File: src/rtl/uart_rx_deserializer.sv
// UART 8N1 receiver: synchronises the serial line, samples each bit at its
// centre with a cycle counter and rebuilds frames into a parallel byte.
// Good frames pulse uart_rx_valid. A low stop bit pulses either uart_rx_break
// (all-zero payload) or uart_rx_frame_err (any other payload).
module uart_rx_deserializer #(
    parameter int CLK_HZ       = 50_000_000,
    parameter int BIT_RATE     = 9600,
    parameter int PAYLOAD_BITS = 8
) (
    input  logic                    clk,
    input  logic                    rst,
    input  logic                    uart_rxd,
    input  logic                    uart_rx_en,
    output logic [PAYLOAD_BITS-1:0] uart_rx_data,
    output logic                    uart_rx_valid,
    output logic                    uart_rx_break,
    output logic                    uart_rx_frame_err
);

    localparam int CYCLES_PER_BIT = CLK_HZ / BIT_RATE;
    localparam int HALF_BIT       = CYCLES_PER_BIT / 2;
    localparam int CW             = $clog2(CYCLES_PER_BIT) + 1;
    localparam int IW             = $clog2(PAYLOAD_BITS) + 1;

    localparam logic [CW-1:0] CNT_BIT_END  = CW'(CYCLES_PER_BIT - 1);
    localparam logic [CW-1:0] CNT_HALF_END = CW'(HALF_BIT - 1);
    localparam logic [IW-1:0] IDX_LAST     = IW'(PAYLOAD_BITS - 1);

    typedef enum logic [2:0] {
        IDLE,
        START,
        RECV,
        STOP,
        WAIT_IDLE
    } state_t;

    state_t                  state_q, state_d;
    logic [CW-1:0]           cnt_q, cnt_d;
    logic [IW-1:0]           idx_q, idx_d;
    logic [PAYLOAD_BITS-1:0] shift_q, shift_d;
    logic [PAYLOAD_BITS-1:0] data_q, data_d;
    logic                    valid_q, valid_d;
    logic                    break_q, break_d;
    logic                    ferr_q, ferr_d;
    logic                    sync1_q;
    logic                    rxd_s_q;

    // Two-flop synchroniser for the asynchronous serial line; idles high.
    always_ff @(posedge clk) begin
        if (rst) begin
            sync1_q <= 1'b1;
            rxd_s_q <= 1'b1;
        end else begin
            sync1_q <= uart_rxd;
            rxd_s_q <= sync1_q;
        end
    end

    // State, counters, shift register and registered pulse outputs.
    always_ff @(posedge clk) begin
        if (rst) begin
            state_q <= IDLE;
            cnt_q   <= '0;
            idx_q   <= '0;
            shift_q <= '0;
            data_q  <= '0;
            valid_q <= 1'b0;
            break_q <= 1'b0;
            ferr_q  <= 1'b0;
        end else begin
            state_q <= state_d;
            cnt_q   <= cnt_d;
            idx_q   <= idx_d;
            shift_q <= shift_d;
            data_q  <= data_d;
            valid_q <= valid_d;
            break_q <= break_d;
            ferr_q  <= ferr_d;
        end
    end

    // Next-state logic: bit-centre sampling and frame classification.
    always_comb begin
        state_d = state_q;
        cnt_d   = cnt_q;
        idx_d   = idx_q;
        shift_d = shift_q;
        data_d  = data_q;
        valid_d = 1'b0;
        break_d = 1'b0;
        ferr_d  = 1'b0;

        case (state_q)
            IDLE: begin
                cnt_d = '0;
                if (uart_rx_en && !rxd_s_q) begin
                    state_d = START;
                end
            end

            START: begin
                if (cnt_q == CNT_HALF_END) begin
                    cnt_d = '0;
                    if (rxd_s_q) begin
                        state_d = IDLE;
                    end else begin
                        idx_d   = '0;
                        state_d = RECV;
                    end
                end else begin
                    cnt_d = cnt_q + CW'(1);
                end
            end

            RECV: begin
                if (cnt_q == CNT_BIT_END) begin
                    cnt_d   = '0;
                    // Right shift with the new sample entering at the MSB, so
                    // the first (LSB) bit ends up at bit 0 after the last shift.
                    shift_d = PAYLOAD_BITS'({rxd_s_q, shift_q} >> 1);
                    idx_d   = idx_q + IW'(1);
                    if (idx_q == IDX_LAST) begin
                        state_d = STOP;
                    end
                end else begin
                    cnt_d = cnt_q + CW'(1);
                end
            end

            STOP: begin
                if (cnt_q == CNT_BIT_END) begin
                    cnt_d = '0;
                    if (rxd_s_q) begin
                        data_d  = shift_q;
                        valid_d = 1'b1;
                        state_d = IDLE;
                    end else if (shift_q == '0) begin
                        break_d = 1'b1;
                        state_d = WAIT_IDLE;
                    end else begin
                        ferr_d  = 1'b1;
                        state_d = WAIT_IDLE;
                    end
                end else begin
                    cnt_d = cnt_q + CW'(1);
                end
            end

            WAIT_IDLE: begin
                cnt_d = '0;
                if (rxd_s_q) begin
                    state_d = IDLE;
                end
            end

            default: begin
                cnt_d   = '0;
                state_d = IDLE;
            end
        endcase
    end

    assign uart_rx_data      = data_q;
    assign uart_rx_valid     = valid_q;
    assign uart_rx_break     = break_q;
    assign uart_rx_frame_err = ferr_q;

endmodule
File: config.mk
export PLATFORM = sky130hd
export DESIGN_NAME = uart_rx_deserializer
export DESIGN_NICKNAME = d
export VERILOG_FILES = /design/src/rtl/uart_rx_deserializer.sv
export SDC_FILE = /design/constraint.sdc
export NUM_CORES = 1
export LEC_CHECK = 0
export BUFFER_PORTS_ARGS = -buffer_cell sky130_fd_sc_hd__buf_2
export CORE_ASPECT_RATIO = 1.75
export CORE_UTILIZATION = 30
export DETAILED_ROUTE_END_ITERATION = 10
export GPL_TIMING_DRIVEN = 0
export PLACE_DENSITY = 0.55
export SYNTH_ARGS = -nofsm -noshare
export SYNTH_HDL_FRONTEND = slang
export SYNTH_SLANG_ARGS = --single-unit
File: constraint.sdc
create_clock -name clk -period 2.3 [get_ports clk]
set_input_delay 0.115 -clock clk [delete_from_list [all_inputs] [get_ports clk]]
set_output_delay 0.115 -clock clk [all_outputs]
set_load 0.1 [all_outputs]
# Yosys cells after proc, flatten, opt, wreduce, memory -nomap -nowiden

Cells that the tools add are included.
Widths: inputs -> output; s select.

Register bits after elaboration: 42
Bits of input ports: 4
Output and inout bits: 11
Logic and storage cells: 59

Add/subtract/negate cells: 2
Equality and inequality tests: 14
Mux-type cells: 19
Bitwise gates (word level): 2
Reduce and logical (&&, ||, !) cells: 12

Operator list:

| kind                  | count |
|---|---|
| $mux 14               | 2 |
| $pmux 14 s2           | 1 |
| $mux 3                | 7 |
| $pmux 3 s5            | 1 |
| $add 14x1->14 const B | 1 |
| $eq 14x12->1 const B  | 1 |
| $eq 14x13->1 const B  | 1 |
| $ne 2x2->1 const B    | 7 |
| $mux 4                | 3 |
| $logic_not 8->1       | 1 |
| $pmux 4 s2            | 1 |
| $eq 3x2->1 const B    | 2 |
| $reduce_and 6->1      | 1 |
| $add 4x1->4 const B   | 1 |
| $eq 4x3->1 const B    | 1 |
| $reduce_and 4->1      | 1 |
| $reduce_or 4->1       | 1 |
| $eq 3x1->1 const B    | 1 |
| $eq 3x3->1 const B    | 1 |
| $logic_not 3->1       | 1 |
| $mux 1                | 3 |
| $reduce_and 3->1      | 1 |
| $reduce_or 3->1       | 1 |
| $mux 2                | 1 |
| 6 further kinds       | 7 |

# Depth between registers and ports, before layout

Gate-level depths: netlist (run 1).

Depth after elaboration: 4
Gate-level depth with buffers: 7

# Worst setup path after synthesis (run 1)

OpenSTA, ideal clock, no wires.

Kind: register to register
From: register cnt_q[0]
To: register data_q[0] (netlist: uart_rx_data[0])
Arrival time: 1.589 ns
Required time: 2.228 ns
Slack: 0.639 ns
Cell stages (with the launch flop): 8
Buffers on the path: 2
Cell sequence: dfxtp_1 > ha_1 > and4_1 > and4_1 > buf_2 > and4_1 > buf_4 > mux2i_1

Longest elaborated chain between the ends: 2

Ends and longest elaborated chain:

| item                       | RTL line | text |
|---|---|---|
| start, declared            | 38       | `logic [CW-1:0] cnt_q, cnt_d;` |
| start signal, assigned     | 72       | `cnt_q <= cnt_d;` |
| $eq 14x13->1               | 131      | `if (cnt_q == CNT_BIT_END) begin` |
| $reduce_and 3->1 (no line) | -        |  |
| end signal, assigned       | 75       | `data_q <= data_d;` |
| end, declared              | 41       | `logic [PAYLOAD_BITS-1:0] data_q, data_d;` |

Every way passes these cells.
A chain may end at the register's enable or synchronous reset.

# Worst setup path after layout (run 1)

From: register cnt_q[0]
To: register cnt_q[2]

Longest elaborated chain between the ends: 3
Elaborated cells between the ends (all ways): 6

Ends and longest elaborated chain:

| item                                  | RTL line      | text |
|---|---|---|
| $add 14x1->14 (tied with other cells) | 111, 126, 145 |  |
| $mux 14 (on tied branches)            | 116, 131, 102 |  |
| $pmux 14 s2 (*)                       | 93            | `case (state_q)` |

Every way passes the cells marked *; elsewhere a longest branch is shown, timed or not.

==> results of run 1 <==
==> final cells by class <==
cell class	instances	area, sq um	area share, %
clock inverters	2	10.0	0.462
multi-input cells	153	1010	46.5
clock buffers	5	68.8	3.18
plain buffers	12	55.1	2.54
inverters	1	3.75	0.173
well taps	80	100	4.62
repair buffers	15	80.1	3.70
flip-flops and latches	42	841	38.8
==> flip-flops by register name, summed over array words and instances (netlist names) <==
| name | cells |
|---|---|
| cnt_q | 14 |
| shift_q | 8 |
| uart_rx_data | 8 |
| idx_q | 4 |
| state_q | 3 |
| rxd_s_q | 1 |
| sync1_q | 1 |
| uart_rx_break | 1 |
| uart_rx_frame_err | 1 |
| uart_rx_valid | 1 |
==> kinds of logic (layout without fill, tap and decap cells) <==
group           after synthesis  after routing
buf+inv                      13             35
mux                           9              9
compound gates               38             38
fa+ha+maj                     2              2
flops                        42             42
xor+xnor                      9              9
simple gates                 95             95
==> repair_timing <==
| action | CTS | global route |
|---|---|---|
| hold buffers | 1 | 0 |
| endpoints found under the setup margin | 0 | 0 |
| hold endpoints to repair | 1 | 0 |
==> cell usage after synthesis, drive strengths merged (5+ instances only) <==
master  instances  area (sq um)
dfxtp          42           841
nand2b         17           106
and4            5          43.8
o21ai          12          60.1
nand4           5          37.5
mux2i           9          90.1
buf             6          32.5
a21oi          13          65.1
xor2            6          52.6
clkbuf          6          22.5
nand3          15          75.1
nor2           17          63.8
nand2           8          30.0
==> final timing paths <==
path	start	end	slack, ns
hold / removal	rst	uart_rx_data[7]$_SDFFE_PP0P_	0.21
hold reg to reg	sync1_q$_SDFF_PP1_	rxd_s_q$_SDFF_PP1_	0.41
setup reg to reg	cnt_q[0]$_SDFF_PP0_	cnt_q[2]$_SDFF_PP0_	0.41
setup / recovery	cnt_q[0]$_SDFF_PP0_	cnt_q[2]$_SDFF_PP0_	0.41
==> power by group <==
group | total [W] | switching, W | internal [W]
combinational | 0.0000291 | 0.0000163 | 0.0000128
sequential | 0.000731 | 0.00000205 | 0.000729
clock | 0.000441 | 0.000237 | 0.000204
total | 0.00120 | 0.000256 | 0.000946
==> metal layers <==
layer | track usage, % | up-vias
li1 | - | 795
met1 | 13.1 | 738
met2 | 25.5 | 20
met3 | 2.65 | 8
met4 | 5.65 | 0
met5 | 0 | -
==> critical path: cells and delay by family (launching register included) <==
family,cells,cell delay (ns)
AO/OA/AOI/OAI,1,0.38
adder cells (fa/ha/maj),1,0.24
buffers and inverters,1,0.29
flip-flops,1,0.35
AND/OR/NAND/NOR,3,0.53
==> metrics by stage <==
step / hold slack [ns] / instances
2_1_floorplan: 0.219 / 208
3_3_place_gp: 0.296 / 302
3_5_place_dp: 0.301 / 302
4_1_cts: 0.204 / 310
5_1_grt: 0.246 / 310
6_report: 0.212 / 310
==> metrics.md, run 1 <==
| Metric | Value |
|---|---|
| Share of cells above drive strength 1 | 15.2% |
| Hold depth | 3 |
| Commonest cells after routing, fill and taps aside | dfxtp_1 (42), buf_2 (19), nor2_1 (17), nand2b_1 (17), nand3_1 (15) |
| Final setup margin | 0.408 ns |
| Outcome | completed |
| Post-Synth XOR/XNOR Area | 4.13% |
| Peak VDD IR | 0.340 mV |
| Post-Synthesis Cell Area | 0.00191 sq mm |
| Multiplexer share of the synthesized area | 4.72% |
| Commonest non-fill, non-tap cell in the layout | dfxtp_1 |
| Final Hold Fails | 0 |
| # rows | 38 |
| Final ANT Viol Nets | 0 |
| Max stage delay on crit path | 0.38 ns |
| F_max | 528 MHz |
| Initial Util | 30.9% |
| Async SR Flop Fraction | 0% |
| Grt ovf | 0 |
| Compound-cell area share of the yosys netlist | 12.3% |
| # IOs | 15 |
| Syn. warnings | 0 |
| # diodes | 0 |
| Adder-Cell Fraction of Synth Area | 1.31% |
| Post-synth EDFFs | 0 |
| Worst Setup End Kind | register |
| Setup tns final | 0 ns |
| M1 wire length | 1640 um |
| Vias in the first global route | 1538 |
| Crit path arrival time | 2.07 ns |
| Worst hold path type | in2reg |
| Via count | 1561 |
| Post-synth cell types | 43 |
| Pre-CTS WS | 0.385 ns |
| Max-slew headroom | 64.5% |
| Pwr Total | 0.00120 W |
| CTS Buf Count | 5 |
| Skew final | 0.00598 ns |
| Simple-Gate Fraction of Synth Area | 30.3% |
| Routed WL | 4030 um |
| FILL cells | 644 |
| Synthesis-to-layout area growth | 13.6% |
| Max_cap viols | 0 |
| First-pass DRT Iterations | 6 |
| Pleak | 0.729 nW |
| Routed len/inst | 13.0 um |
| H-tree levels | 2 |
| Routability cong. | 0.788 |
| Worst-margin pin slew | 0.528 ns |
| Crit path required time | 2.47 ns |
| First-pass GRT wire length | 6960 um |
| Residual DRC | 0 |
| Sink Count | 42 |
| Slew Viols, Final | 0 |
| Top FF cell, synth | dfxtp_1 |
| DPL Wire Length | 2980 um |
| CP Class | reg2reg |
| Final Util | 35.0% |
| Longest Clk Path Bufs | 2 |
| Post-Syn Nets | 214 |
| NumNets Final | 236 |
| Reg2Reg Depth | 6 |
| Uppermost routed layer | met4 |
| CP startpoint kind | register |
| Clock latency on the worst-skew pair | 0.29 ns |
| Largest family of logic cells by synthesized area | simple AND/OR/NAND/NOR gates |
| Largest net degree at the start of global routing | 13 |
| Met3 wire len | 78 um |
| Iteration-0 DRC Markers | 65 |
| Synthesized area per cell | 9.17 sq um |
| Final instance area | 0.00217 sq mm |
| Seq cells post-synth | 42 |
| TritonCTS clock tree | built |
| Final Cycle Share | 82.3% |
| Setup-failing EPs final | 0 |
| Dpl cell area | 0.00208 sq mm |
| Die Width | 62.3 um |
| Seq/Total Area, Yosys | 44.1% |
| Cts repair resizes | 0 |
| GRT Overall Usage | 13.1% |
| I/O Buffers | 14 |
| Power per cell area | 555 mW/mm^2 |
| Min Tclk post-route | 1.89 ns |
| RSZ-0062 raised after global routing | no |
| Critical Path, Cell by Cell | ha_1, and4b_1, nand4_1, a32oi_2, buf_2, nor2_1 |
| Vias per cell | 5.04 |
| Die Area | 0.00669 sq mm |
| Gate Count Post-Synth | 208 |
| DIE HEIGHT | 107 um |
| Highest fanout seen on the critical path | 10 |
| Clk root buf | clkbuf_8 |
| Routed wl met2 | 2210 um |
| CP max-delay cell | a32oi_2 |
| Core Box Area | 0.00618 sq mm |
| Initial antenna violation count | 0 |
| Worst-path clk slew | 0.08 ns |
| Post-CTS setup buffer count | 0 |
Note: power is estimated with default switching activity, not from simulation.
==> run 2: changes to the inputs <==
==> constraint.sdc (replaced) <==
create_clock -name clk -period 1.95 [get_ports clk]
set_input_delay 0.0975 -clock clk [delete_from_list [all_inputs] [get_ports clk]]
set_output_delay 0.0975 -clock clk [all_outputs]
set_load 0.1 [all_outputs]
==> metrics.md, run 2 (synthesis results as in run 1) <==
| Metric | Value |
|---|---|
| Multi-input gate area | 0.00102 sq mm (was 0.00101 sq mm) |
| Routed len/inst | 12.8 um (was 13.0 um) |
| Pleak | 0.737 nW (was 0.729 nW) |
| Flop-to-flop setup slack | 0.15 ns (was 0.41 ns) |
| Initial Util | 30.9% (unchanged) |
| DIE HEIGHT | 107 um (unchanged) |
| Routability cong. | 0.788 (unchanged) |
| Power per cell area | 645 mW/mm^2 (was 555 mW/mm^2) |
| # IOs | 15 (unchanged) |
| Max-slew headroom | 65.1% (was 64.5%) |
| Largest Register | cnt_q (unchanged) |
| Setup tns final | 0 ns (unchanged) |
| # rows | 38 (unchanged) |
| CP startpoint kind | register (unchanged) |
| Slew Viols, Final | 0 (unchanged) |
| GRT Overall Usage | 13.1% (unchanged) |
| Worst hold path type | in2reg (unchanged) |
| Min Tclk post-route | 1.80 ns (was 1.89 ns) |
| Pre-CTS WS | 0.0352 ns (was 0.385 ns) |
| Max_cap viols | 0 (unchanged) |
| Clock latency on the worst-skew pair | 0.29 ns (about the same) |
| Vias per cell | 5.00 (was 5.04) |
| Clk root buf | clkbuf_8 (unchanged) |
| Core Box Area | 0.00618 sq mm (unchanged) |
| Residual DRC | 0 (unchanged) |
| Crit path arrival time | 2.02 ns (was 2.07 ns) |
| Worst-margin pin slew | 0.519 ns (was 0.528 ns) |
| Hold depth | 3 (unchanged) |
| Largest register FFs | 14 (unchanged) |
| TritonCTS clock tree | built (unchanged) |
| Largest net degree at the start of global routing | 13 (unchanged) |
| Final Cycle Share | 92.5% (was 82.3%) |
| Synthesis-to-layout area growth | 15.3% (was 13.6%) |
| # diodes | 0 (unchanged) |
| Skew final | 0.00613 ns (was 0.00598 ns) |
| Sink Count | 42 (unchanged) |
| Register area | 841 sq um (unchanged) |
| Crit path required time | 2.16 ns (was 2.47 ns) |
| Vias in the first global route | 1538 (unchanged) |
| H-tree levels | 2 (unchanged) |
| I/O Buffers | 14 (unchanged) |
| Final Util | 35.6% (was 35.0%) |
| DPL Wire Length | 2980 um (unchanged) |
| Min-Delay Startpoint | rst (unchanged) |
| F_max | 554 MHz (was 528 MHz) |
| Worst R2R Start | cnt_q[0]$_SDFF_PP0_ (unchanged) |
| Grt ovf | 0 (unchanged) |
| Peak VDD IR | 0.402 mV (was 0.340 mV) |
| Iteration-0 DRC Markers | 62 (was 65) |
| First-pass GRT wire length | 6960 um (unchanged) |
| Via count | 1561 (unchanged) |
| Share of cells above drive strength 1 | 16.4% (was 15.2%) |
| NumNets Final | 238 (was 236) |
| Commonest cells after routing, fill and taps aside | dfxtp_1 (42), buf_2 (19), nor2_1 (17), nand2b_1 (17), nand3_1 (15) (unchanged) |
| CP Class | reg2reg (unchanged) |
| Worst-path clk slew | 0.08 ns (about the same) |
| Commonest non-fill, non-tap cell in the layout | dfxtp_1 (unchanged) |
| Routed WL | 4010 um (was 4030 um) |
| RSZ-0062 raised after global routing | no (unchanged) |
| Initial antenna violation count | 0 (unchanged) |
| Final setup margin | 0.146 ns (was 0.408 ns) |
| Reg2Reg Depth | 5 (was 6) |
| Longest Clk Path Bufs | 2 (unchanged) |
| Outcome | completed (unchanged) |
| RR Endpoint | idx_q[3]$_SDFFE_PP0P_ (was cnt_q[2]$_SDFF_PP0_) |
| Finished Layout Cells | 312 (was 310) |
| Final Hold Fails | 0 (unchanged) |
| First-pass DRT Iterations | 4 (was 6) |
| FILL cells | 646 (was 644) |
| Worst Setup End Kind | register (unchanged) |
| Final ANT Viol Nets | 0 (unchanged) |
| Worst Hold End | uart_rx_data[7]$_SDFFE_PP0P_ (unchanged) |
| Die Width | 62.3 um (unchanged) |
| CTS Buf Count | 5 (unchanged) |
| Setup-failing EPs final | 0 (unchanged) |
| Highest fanout seen on the critical path | 6 (was 10) |
| Dpl cells | 302 (unchanged) |
| Die Area | 0.00669 sq mm (unchanged) |
-- run 2: changes by cell type in the layout (fill, tap and decap cells not counted), sizes merged --
| cell | delta |
|---|---|
| buf | +2 |
-- run 2: routing by layer --
layer	share of wire [%]	up-vias	track usage (%)
met2	55	20	25.5
met5	0	-	0
met4	2.5	0	5.65
li1	-	800	-
met3	1.7	8	2.65
met1	41	733	13.1
-- run 2: how the worst max path moves through the flow --
stage | startpoint | end | slack, ns | cells after the start
finish | cnt_q[0]$_SDFF_PP0_ | idx_q[3]$_SDFFE_PP0P_ | 0.15 | 5
global route | cnt_q[0]$_SDFF_PP0_ | uart_rx_data[2]$_SDFFE_PP0P_ | 0.02 | 7
detailed placement | cnt_q[0]$_SDFF_PP0_ | cnt_q[5]$_SDFF_PP0_ | 0.04 | 6
CTS | cnt_q[0]$_SDFF_PP0_ | cnt_q[2]$_SDFF_PP0_ | 0.02 | 6
global placement | cnt_q[0]$_SDFF_PP0_ | cnt_q[7]$_SDFF_PP0_ | 0.03 | 6
floorplan | cnt_q[0]$_SDFF_PP0_ | uart_rx_data[0]$_SDFFE_PP0P_ | 0.29 | 7
-- run 2: critical path, stage by stage, from the launching register on --
cell     delay, ns
dfxtp_1       0.36
ha_2          0.22
and4_1        0.22
nand4_2       0.21
or4_1         0.55
a31oi_1       0.17
-- run 2: what timing repair did --
action	4_1_cts	5_1_grt
resized for setup	0	3
hold endpoints to repair	1	0
setup buffers	0	2
hold buffers	1	0
setup endpoints to repair	0	17
-- run 2: through the flow --
stage               cell area [sq um]  total power, W  hold slack, ns
floorplan                        1910        0.000904           0.201
global placement                 2080        0.000915           0.279
detailed placement               2080        0.000916           0.283
CTS                              2170         0.00145           0.187
global route                     2200         0.00148           0.228
finish                           2200         0.00142           0.197
-- run 2: cell type report --
type	count	area share, %
plain buffers	12	2.68
repair buffers	17	4.33
flip-flops and latches	42	38.2
multi-input cells	153	46.4
well taps	80	4.55
clock inverters	2	0.455
inverters	1	0.171
clock buffers	5	3.13
-- run 2: where the power goes --
| part | internal, W | switching (W) | leakage [nW] |
|---|---|---|---|
| Clock | 0.000240 | 0.000279 | 0.0438 |
| Sequential | 0.000860 | 0.00000244 | 0.339 |
| Combinational | 0.0000158 | 0.0000197 | 0.355 |
| Total | 0.00112 | 0.000301 | 0.737 |
==> run 3: changes to the inputs <==
--- a/config.mk
+++ b/config.mk
@@ -7,10 +7,10 @@
 export LEC_CHECK = 0
 export BUFFER_PORTS_ARGS = -buffer_cell sky130_fd_sc_hd__buf_2
 export CORE_ASPECT_RATIO = 1.75
-export CORE_UTILIZATION = 30
+export CORE_UTILIZATION = 45
 export DETAILED_ROUTE_END_ITERATION = 10
 export GPL_TIMING_DRIVEN = 0
-export PLACE_DENSITY = 0.55
+export PLACE_DENSITY = 0.72
 export SYNTH_ARGS = -nofsm -noshare
 export SYNTH_HDL_FRONTEND = slang
 export SYNTH_SLANG_ARGS = --single-unit
==> metrics.md, run 3 (synthesis results as in run 1) <==
| Metric | Value |
|---|---|
| RR Endpoint | idx_q[3]$_SDFFE_PP0P_ (unchanged) |
| Die Width | 51.2 um (was 62.3 um) |
| Routed WL | 4020 um (was 4010 um) |
| Critical Path, Cell by Cell | ha_2, and4_1, nand4_2, or4_1, a31oi_1 (unchanged) |
| Vias in the first global route | 1575 (was 1538) |
| First-pass DRT Iterations | 7 (was 4) |
| Skew final | 0.00710 ns (was 0.00613 ns) |
| Setup tns final | 0 ns (unchanged) |
| Longest Clk Path Bufs | 2 (unchanged) |
| FILL cells | 406 (was 646) |
| Worst hold path type | in2reg (unchanged) |
| Vias per cell | 5.76 (was 5.00) |
| First-pass GRT wire length | 6570 um (was 6960 um) |
| DPL Wire Length | 2870 um (was 2980 um) |
| Worst Setup End Kind | register (unchanged) |
| Crit path required time | 2.17 ns (was 2.16 ns) |
| Critical path origin | cnt_q[0]$_SDFF_PP0_ (unchanged) |
| CP Class | reg2reg (unchanged) |
| Crit path arrival time | 2.06 ns (was 2.02 ns) |
| Routability cong. | 0.821 (was 0.788) |
| CTS Buf Count | 5 (unchanged) |
| H-tree levels | 2 (unchanged) |
| Hold WS | 0.148 ns (was 0.197 ns) |
| Final ANT Viol Nets | 0 (unchanged) |
| DIE HEIGHT | 88.1 um (was 107 um) |
| GRT Overall Usage | 19.6% (was 13.1%) |
| Max_cap viols | 0 (unchanged) |
| Pleak | 0.754 nW (was 0.737 nW) |
| Multi-input gate area | 0.00102 sq mm (unchanged) |
| Sink Count | 42 (unchanged) |
| Hold depth | 3 (unchanged) |
| Crit path to | idx_q[3]$_SDFFE_PP0P_ (unchanged) |
| Max stage delay on crit path | 0.56 ns (was 0.55 ns) |
| TritonCTS clock tree | built (unchanged) |
| CP startpoint kind | register (unchanged) |
| Commonest non-fill, non-tap cell in the layout | dfxtp_1 (unchanged) |
| Setup-failing EPs final | 0 (unchanged) |
| Slew Viols, Final | 0 (unchanged) |
| Highest fanout seen on the critical path | 6 (unchanged) |
| Die Area | 0.00451 sq mm (was 0.00669 sq mm) |
| Via count | 1623 (was 1561) |
| Worst Path Buf+Inv | 0 (unchanged) |
| Crit path depth | 5 (unchanged) |
| NumNets Final | 239 (was 238) |
| Max-slew headroom | 60.7% (was 65.1%) |
| Core Box Area | 0.00411 sq mm (was 0.00618 sq mm) |
| Reg2Reg Depth | 5 (unchanged) |
| Largest register FFs | 14 (unchanged) |
| Worst-path clk slew | 0.08 ns (about the same) |
| F_max | 544 MHz (was 554 MHz) |
| Residual DRC | 2 (was 0) |
| Final Cycle Share | 94.3% (was 92.5%) |
| Grt ovf | 0 (unchanged) |
| Routed len/inst | 14.2 um (was 12.8 um) |
| Final Util | 53.6% (was 35.6%) |
| Iteration-0 DRC Markers | 44 (was 62) |
| # rows | 31 (was 38) |
| Flop-to-flop setup slack | 0.11 ns (was 0.15 ns) |
| CP max-delay cell | or4_1 (unchanged) |
| Final Hold Fails | 0 (unchanged) |
| Final instance area | 0.00220 sq mm (about the same) |
| Share of cells above drive strength 1 | 16.7% (was 16.4%) |
| Dpl cell area | 0.00204 sq mm (was 0.00208 sq mm) |
| Clock latency on the worst-skew pair | 0.30 ns (was 0.29 ns) |
| Initial antenna violation count | 0 (unchanged) |
| Initial Util | 46.4% (was 30.9%) |
| Register area | 841 sq um (unchanged) |
| Outcome | finished, violations left (was completed) |
| Largest delay share family, worst path | simple AND/OR/NAND/NOR gates (unchanged) |
| Worst-margin pin slew | 0.584 ns (was 0.519 ns) |
| Power per cell area | 728 mW/mm^2 (was 645 mW/mm^2) |
| Min Tclk post-route | 1.84 ns (was 1.80 ns) |
| Largest net degree at the start of global routing | 13 (unchanged) |
| Pwr Total | 0.00160 W (was 0.00142 W) |
| Worst R2R Start | cnt_q[0]$_SDFF_PP0_ (unchanged) |
| # diodes | 0 (unchanged) |
| Synthesis-to-layout area growth | 15.6% (was 15.3%) |
| I/O Buffers | 14 (unchanged) |
| Violated checks | design-rule violations |
| Largest Register | cnt_q (unchanged) |
| Clk root buf | clkbuf_8 (unchanged) |
| # IOs | 15 (unchanged) |
| Commonest cells after routing, fill and taps aside | dfxtp_1 (42), buf_2 (18), nor2_1 (17), nand2b_1 (17), nand3_1 (15) (was dfxtp_1 (42), buf_2 (19), nor2_1 (17), nand2b_1 (17), nand3_1 (15)) |
| Peak VDD IR | 0.605 mV (was 0.402 mV) |
[run 3: cell type report]
cell class              count  area share (%)
flip-flops and latches     42            38.2
plain buffers              12            2.78
clock buffers               6            3.75
inverters                   1           0.170
repair buffers             18            4.66
clock inverters             1            1.36
multi-input cells         153            46.3
well taps                  49            2.78
[run 3: timing repair]
action	CTS	global route
endpoints found under the setup margin	0	15
gates resized for setup	0	4
buffers inserted	0	3
hold buffers	1	0
hold endpoints to repair	1	0
[run 3: how the worst min path moves through the flow]
stage               startpoint                      endpoint  slack, ns
finish                     rst  uart_rx_data[0]$_SDFFE_PP0P_       0.15
detailed placement    uart_rxd            sync1_q$_SDFF_PP1_       0.29
floorplan             uart_rxd            sync1_q$_SDFF_PP1_       0.20
global placement      uart_rxd            sync1_q$_SDFF_PP1_       0.28
global route               rst  uart_rx_data[0]$_SDFFE_PP0P_       0.18
CTS                        rst  uart_rx_data[0]$_SDFFE_PP0P_       0.16
[run 3: per-layer routing]
layer,vias to the layer above,GRT usage (%),share of wire [%]
li1,808,-,-
met1,780,17.1,38
met2,26,38.8,57
met3,9,3.82,2.6
met4,0,11.9,2.9
met5,-,0,0
[run 3: where the power goes]
group	internal (W)	switching, W
logic	0.0000163	0.0000196
clock network	0.000410	0.000296
registers	0.000860	0.00000261
[run 3: worst min-delay path: stages]
cell and delay, ns:
buf_2 0.14, nand2b_1 0.11, mux2i_1 0.06
[run 3: metrics by stage]
stage	std cells	setup WS (ns)
after CTS	279	0.0227
after global routing	282	-0.000350
after detailed placement	271	0.0335
after global placement	271	0.0805
final	282	0.111
after floorplan	208	0.289
